**config.mk**
```make
export PLATFORM = sky130hd
export DESIGN_NAME = nexys4_debounce_flat
export DESIGN_NICKNAME = d
export VERILOG_FILES = /design/src/rtl/nexys4_debounce_if.sv /design/src/rtl/nexys4_debounce.sv /design/src/flat_wrapper.sv
export SDC_FILE = /design/constraint.sdc
export NUM_CORES = 1
export LEC_CHECK = 0
export CAP_MARGIN = 20
export CORE_MARGIN = 4
export CORE_UTILIZATION = 37
export CTS_BUF_LIST = sky130_fd_sc_hd__clkbuf_4 sky130_fd_sc_hd__clkbuf_8 sky130_fd_sc_hd__clkbuf_16
export CTS_CLUSTER_SIZE = 20
export DETAILED_ROUTE_END_ITERATION = 12
export GPL_TIMING_DRIVEN = 0
export PLACE_DENSITY = 0.64
export SLEW_MARGIN = 20
export SYNTH_ARGS = -nofsm -noshare
export SYNTH_HDL_FRONTEND = slang
export SYNTH_SLANG_ARGS = --single-unit
```
**constraint.sdc**
```tcl
create_clock -name sysclk -period 7.3 [get_ports sysclk]
set_input_delay 2.19 -clock sysclk [delete_from_list [all_inputs] [get_ports sysclk]]
set_output_delay 2.19 -clock sysclk [all_outputs]
set_load 0.01 [all_outputs]
```
**src/rtl/nexys4_debounce_if.sv**
```systemverilog
// Raw/debounced button and switch bundle between the Nexys4 pins and the debounce stage.
// The master drives the raw levels and the slave (the debouncer) returns the conditioned ones.
interface nexys4_debounce_if #(
  parameter int NBTNS = 6,
  parameter int NSW   = 16
);
  logic [NBTNS-1:0] pbtn_in;
  logic [NSW-1:0]   switch_in;
  logic [NBTNS-1:0] pbtn_db;
  logic [NSW-1:0]   swtch_db;
  logic [NBTNS-1:0] btn_press;
  logic             sample_tick;

  modport master (
    output pbtn_in, switch_in,
    input  pbtn_db, swtch_db, btn_press, sample_tick
  );

  modport slave (
    input  pbtn_in, switch_in,
    output pbtn_db, swtch_db, btn_press, sample_tick
  );
endinterface

```
**src/rtl/nexys4_debounce.sv**
```systemverilog
// Synchronises and debounces the Nexys4 pushbuttons and slide switches for the PicoBlaze
// bot I/O, using one shared sample prescaler and a stability counter per input.
module nexys4_debounce #(
  parameter int TICK_DIV   = 100000,
  parameter int STABLE_CNT = 5,
  parameter int NBTNS      = 6,
  parameter int NSW        = 16
) (
  input  logic              sysclk,
  input  logic              sysreset_n,
  nexys4_debounce_if.slave  io
);
  localparam int NIN = NBTNS + NSW;
  localparam int PW  = (TICK_DIV > 1) ? $clog2(TICK_DIV) : 1;
  localparam int CW  = $clog2(STABLE_CNT + 1);
  localparam logic [PW-1:0] PRESC_LAST = PW'(TICK_DIV - 1);
  localparam logic [CW-1:0] CNT_LAST   = CW'(STABLE_CNT - 1);

  logic [NIN-1:0]   raw_s;
  logic [NIN-1:0]   meta_r;
  logic [NIN-1:0]   sync_r;
  logic [NIN-1:0]   db_r;
  logic [CW-1:0]    cnt_r [NIN];
  logic [PW-1:0]    presc_r;
  logic             tick_r;
  logic [NBTNS-1:0] db_prev_r;
  logic [NBTNS-1:0] press_r;

  // Switches occupy the upper bits so pushbuttons keep indices 0..NBTNS-1.
  assign raw_s = {io.switch_in, io.pbtn_in};

  // Two-flop synchroniser on every raw input.
  always_ff @(posedge sysclk) begin
    if (!sysreset_n) begin
      meta_r <= '0;
      sync_r <= '0;
    end else begin
      meta_r <= raw_s;
      sync_r <= meta_r;
    end
  end

  // Shared prescaler; the tick is registered so it lands one cycle after the terminal count.
  always_ff @(posedge sysclk) begin
    if (!sysreset_n) begin
      presc_r <= '0;
      tick_r  <= 1'b0;
    end else begin
      tick_r  <= (presc_r == PRESC_LAST);
      presc_r <= (presc_r == PRESC_LAST) ? '0 : presc_r + PW'(1);
    end
  end

  // Per-input stability filter: an agreeing tick restarts the run, a full run flips the level.
  always_ff @(posedge sysclk) begin
    if (!sysreset_n) begin
      db_r <= '0;
      for (int i = 0; i < NIN; i++) cnt_r[i] <= '0;
    end else if (tick_r) begin
      for (int i = 0; i < NIN; i++) begin
        if (sync_r[i] == db_r[i]) begin
          cnt_r[i] <= '0;
        end else if (cnt_r[i] == CNT_LAST) begin
          db_r[i]  <= sync_r[i];
          cnt_r[i] <= '0;
        end else begin
          cnt_r[i] <= cnt_r[i] + CW'(1);
        end
      end
    end else begin
      db_r <= db_r;
    end
  end

  // Rising-edge detector on the debounced buttons; prev resets to 0 so reset exit is silent.
  always_ff @(posedge sysclk) begin
    if (!sysreset_n) begin
      db_prev_r <= '0;
      press_r   <= '0;
    end else begin
      db_prev_r <= db_r[NBTNS-1:0];
      press_r   <= db_r[NBTNS-1:0] & ~db_prev_r;
    end
  end

  assign io.pbtn_db     = db_r[NBTNS-1:0];
  assign io.swtch_db    = db_r[NIN-1:NBTNS];
  assign io.btn_press   = press_r;
  assign io.sample_tick = tick_r;
endmodule

```
**src/flat_wrapper.sv**
```systemverilog
// flat-port wrapper written by rule: the top's interface ports become plain ports
module nexys4_debounce_flat 
#(
  parameter int TICK_DIV   = 100000,
  parameter int STABLE_CNT = 5,
  parameter int NBTNS      = 6,
  parameter int NSW        = 16
)
  (sysclk, sysreset_n, io_pbtn_in, io_switch_in, io_pbtn_db, io_swtch_db, io_btn_press, io_sample_tick);
  nexys4_debounce_if #(.NBTNS(NBTNS), .NSW(NSW)) io_i ();
  input  logic sysclk;
  input  logic sysreset_n;
  input wire logic [$bits(io_i.pbtn_in)-1:0] io_pbtn_in;
  input wire logic [$bits(io_i.switch_in)-1:0] io_switch_in;
  output wire logic [$bits(io_i.pbtn_db)-1:0] io_pbtn_db;
  output wire logic [$bits(io_i.swtch_db)-1:0] io_swtch_db;
  output wire logic [$bits(io_i.btn_press)-1:0] io_btn_press;
  output wire logic [$bits(io_i.sample_tick)-1:0] io_sample_tick;
  assign io_i.pbtn_in = io_pbtn_in;
  assign io_i.switch_in = io_switch_in;
  assign io_pbtn_db = io_i.pbtn_db;
  assign io_swtch_db = io_i.swtch_db;
  assign io_btn_press = io_i.btn_press;
  assign io_sample_tick = io_i.sample_tick;
  nexys4_debounce #(.TICK_DIV(TICK_DIV), .STABLE_CNT(STABLE_CNT), .NBTNS(NBTNS), .NSW(NSW)) u_core (.sysclk(sysclk), .sysreset_n(sysreset_n), .io(io_i));
endmodule
```
# ---- Yosys cells after proc, flatten, opt, wreduce, memory -nomap -nowiden
# Memories as Yosys holds them, arrays and structs flattened.
# Index checks and enable logic that the tools add are counted.
dict set report totals {
  ff_bits 96
  ramBits 66
  input_bits 24
  output_inout_bits 29
  elab_cells 586
  n_memories 1
}
# name depth word_bits rd rd_ports_with_merged_regs wr line
set mem_list {}
lappend mem_list {u_core.cnt_r 22 3 22 0 22 nexys4_debounce.sv:23} ;# logic [CW-1:0] cnt_r [NIN];
dict set report op_classes {
  n_addsub 23
  n_eq_ne 45
  muxes 375
  bitwise_logic 91
  reduce_logical 23
}
# operator count
set op_table {}
lappend op_table {{$mux 1} 309}
lappend op_table {{$mux 3} 66}
lappend op_table {{$add 3x1->3 const B} 22}
lappend op_table {{$eq 3x3->1 const B} 22}
lappend op_table {{$or 1x1->1} 66}
lappend op_table {{$reduce_and 3->1} 22}
lappend op_table {{$not 1->1} 23}
lappend op_table {{$eq 1x1->1} 22}
lappend op_table {{$add 17x1->17 const B} 1}
lappend op_table {{$eq 17x17->1 const B} 1}
lappend op_table {{$and 6x6->6} 1}
lappend op_table {{$not 6->6} 1}
lappend op_table {{$reduce_or 2->1} 1}

# ---- Longest topological paths before layout
dict set report depth {
  word_depth 8
  ltp_mapped 5
  depth_no_buf 5
}

# ---- Least setup slack after synthesis
# Ideal clock, no wire load.
dict set report synth_timing {
  path_kind {input port to flip-flop}
  startpoint {in sysreset_n}
  endpoint {mem u_core.cnt_r[0][0] (netlist bit), enable pin}
  setup_ps 435
  t_arrival_ps 3874
  t_required_ps 6865
  slack_ps 2991
  stages 2
  n_path_buf 1
  cell_sequence {clkbuf_1 -> nand2b_1}
}
# element line
set synth_lines {}
lappend synth_lines {{start: declaration} flat_wrapper.sv:12} ;# input logic sysreset_n;
lappend synth_lines {{end: declaration} nexys4_debounce.sv:23}

==> metrics.md <==
| Metric | Value |
|---|---|
| Outcome | `completed` |
| Compound-Gate Fraction of Synth Area | `0.00641` |
| Post-CTS resize count | `0` |
| # placed instances | `923` |
| Pleak | `3.50 nW` |
| Max_slew headroom | `0.517` |
| Critical Path RT | `7480 ps` |
| Critical Path Fanout Max | `10` |
| I/O Buffers | `52` |
| Largest family of logic cells by synthesized area | `simple AND/OR/NAND/NOR gates` |
| M2 GR Usage | `0.220` |
| Clock period minus final worst setup slack | `3940 ps` |
| Via count | `4492` |
| Die Ht | `146 µm` |
| Longest Clk Path Bufs | `2` |
| Placed wire-length estimate | `9600 µm` |
| Final Cycle Share | `0.540` |
| Hold Vio Cnt, Final | `0` |
| Final Skew | `5.26 ps` |
| Die area | `0.0213 mm²` |
| Initial DRC Count | `235` |
| Worst R2R Path Depth | `4` |
| Pwr Density | `227 mW/mm²` |
| Die outline width | `146 µm` |
| Peak supply drop | `0.000152 V` |
| Core ar. | `0.0187 mm²` |
| Cell Area, Placed | `0.00788 mm²` |
| Crit Path Category | `input pin to flop` |
| Adder-cell area share of the yosys netlist | `0.0801` |
| DR WL/cell | `14.7 µm` |
| Max_cap viols | `0` |
| Layout area overhead | `19.9%` |
| Worst-Skew Late Latency | `430 ps` |
| Syn Inst Count | `636` |
| Pins over their slew limit | `0` |
| FF+latch count, synth | `162` |
| Sink Count | `162` |
| CTS tree | `built` |
| Register area share after synthesis | `0.555` |
| Arrival time worst endpoint | `4120 ps` |
| Post-synthesis mux area share | `0.0612` |
| Avg Inst Size Synth | `11.1 µm²` |
| First-pass GRT wire length | `22900 µm` |
| CTS Root Cell | `clkbuf_16` |
| Num CTS Buffers | `17` |
| Hold Crit Class | `flop to flop` |
| DR vias/cell | `4.70` |
| Busiest grt layer | `met2` |
| Nets | `777` |
| Max Fclk | `0.254 GHz` |
| Layout Cells excl Fill | `955` |
| Post-synthesis simple-gate area fraction | `0.217` |
| All-Layer GR Usage | `0.135` |
| Hold depth | `1` |
| Hold buffers post-CTS | `0` |
| Layout cells sized above 1 | `0.0680` |
| Final Util | `0.451` |
| Final ANT Viol Nets | `0` |
| Design area | `0.00843 mm²` |
| Antenna Cells | `0` |
| RSZ-0062 raised after global routing | `no` |
| Crit path capture type | `flop` |
| Largest net degree at the start of global routing | `49` |
| # Post-CTS Setup Buffers | `0` |
| Drt drc | `0` |
| Worst setup SP type | `input pin` |
| Initial core utilization | `0.376` |
| Xor/xnor cell area share of the yosys netlist | `0.0448` |
| Vias in the first global route | `4627` |
| Number of distinct library cells after synthesis | `30` |
| I/O pin cnt | `53` |
| Htree depth | `4` |
| Routability cong. | `0.733` |
| Total gr overflow | `0` |
| Mapped cell area | `0.00703 mm²` |
| Met1 usage | `0.173` |
| DRT Wirelength | `14000 µm` |
| Initial antenna violation count | `0` |
| Worst-margin pin slew | `725 ps` |
| Std cell rows | `50` |
| Ys Warns | `0` |
| Fin Setup TNS | `0 ps` |
| DR pass1 iterations | `4` |
| Setup violators final | `0` |
| Met3 Use GR | `0.0430` |
| Synthesized Nets | `705` |
| CTS clock-pin slew for the worst setup and hold paths | `60 ps` |
[per-stage QoR]
stage	setup WS, ps	total power, mW	hold slack [ps]
2_1_floorplan	2990	1.07	367
3_3_place_gp	1300	1.10	373
3_5_place_dp	2890	1.11	374
4_1_cts	3340	1.94	384
5_1_grt	3230	1.99	393
6_report	3360	1.92	385
[routing by layer]
metal	vias up	part of all wire
li1	2286	-
met1	2115	0.46
met2	87	0.48
met3	4	0.053
met4	0	0.0043
met5	-	0
[cell usage after synthesis]
library cell  number  share of area
nand2b_1           1        0.00089
nor2b_1           28          0.025
nor4_1             4         0.0036
o31ai_1            1         0.0011
nand2_1           26          0.014
nand4b_1           1         0.0012
and2_1            52          0.046
or2_1              1        0.00089
mux2i_1           43          0.061
nand4_2            1         0.0018
or4_1              1         0.0011
and3_1            44          0.039
edfxtp_1          66           0.28
buf_6              1         0.0016
dfxtp_1           96           0.27
nand3_4            1         0.0025
ha_1              45          0.080
nand4_1            3         0.0027
nor3_1            27          0.019
xnor2_1           34          0.042
clkbuf_1          15         0.0080
nand3_1           27          0.019
nor2_1            52          0.028
xor2_1             2         0.0025
nand3b_1           1         0.0011
a21oi_1            2         0.0014
o41ai_4            1         0.0039
nor2_2            10         0.0089
or3_4              1         0.0016
inv_1             49          0.026
[placed cells by master, fill, tap and decap left out, types with 2 or more instances in the layout]
master           netlist  final
clkdlybuf4s50_1        0     52
edfxtp_1              66     66
nor2b_1               28     28
clkinvlp_4             0      2
mux2i_1               43     43
xor2_1                 2      2
dfxtp_1               96     96
nor3_1                27     27
nor4_1                 4      4
nand3_1               27     27
and2_1                52     52
clkbuf_16              0     18
nor2_2                10     10
inv_4                  0      4
clkinv_2               0      2
inv_1                 49     49
a21oi_1                2      2
clkbuf_1              15     15
nand4_1                3      3
clkinv_4               0      5
xnor2_1               34     34
nor2_1                52     52
nand2_1               26     26
ha_1                  45     45
and3_1                44     44
[state kept, by name (all words and copies together) (netlist names)]
| name | cells |
|---|---|
| u_core.cnt_r | 66 |
| u_core.meta_r | 22 |
| u_core.db_prev_r | 6 |
| u_core.db_r | 22 |
| u_core.presc_r | 17 |
| u_core.io.btn_press | 6 |
| u_core.sync_r | 22 |
| u_core.io.sample_tick | 1 |
[power by group]
group          total, mW  internal [mW]  switching [mW]
Combinational     0.0948         0.0457          0.0491
Clock              0.830          0.457           0.372
Sequential         0.992          0.972          0.0202
Total               1.92           1.48           0.441
[path summary, 6_finish.rpt]
| path | slack [ps] | endpoint | start |
|---|---|---|---|
| max | 3360 | u_core.cnt_r[2][4]$_SDFFCE_PN0P_ | sysreset_n |
| min | 390 | u_core.io.btn_press[4]$_SDFF_PN0_ | u_core.db_prev_r[4]$_SDFF_PN0_ |
| max reg2reg | 4940 | u_core.cnt_r[5][3]$_SDFFCE_PN0P_ | u_core.io.sample_tick$_SDFF_PN0_ |
| min reg2reg | 390 | u_core.io.btn_press[4]$_SDFF_PN0_ | u_core.db_prev_r[4]$_SDFF_PN0_ |
[cells by family after synthesis]
family                   count (synthesis)
buffers and inverters                   65
AND/OR/NAND/NOR                        281
adder cells (fa/ha/maj)                 45
multiplexers                            43
flip-flops                             162
AO/OA/AOI/OAI                            4
XOR/XNOR                                36
[critical path: stages]
cell and delay [ps]:
clkdlybuf4s50_1 590, nand2_1 390, clkbuf_1 570, nor2_1 150
and3_1 220
[layout make-up]
type,instances,area [µm²]
buffer,16,67.6
timing repair buffer,53,548
clock buffer,18,450
clock inverter,14,103
sequential,162,3900
tap,234,293
fill,1654,10300
multi-input combinational,409,2880
inverter,49,184
No activity file was read; power rests on OpenSTA's default activity.
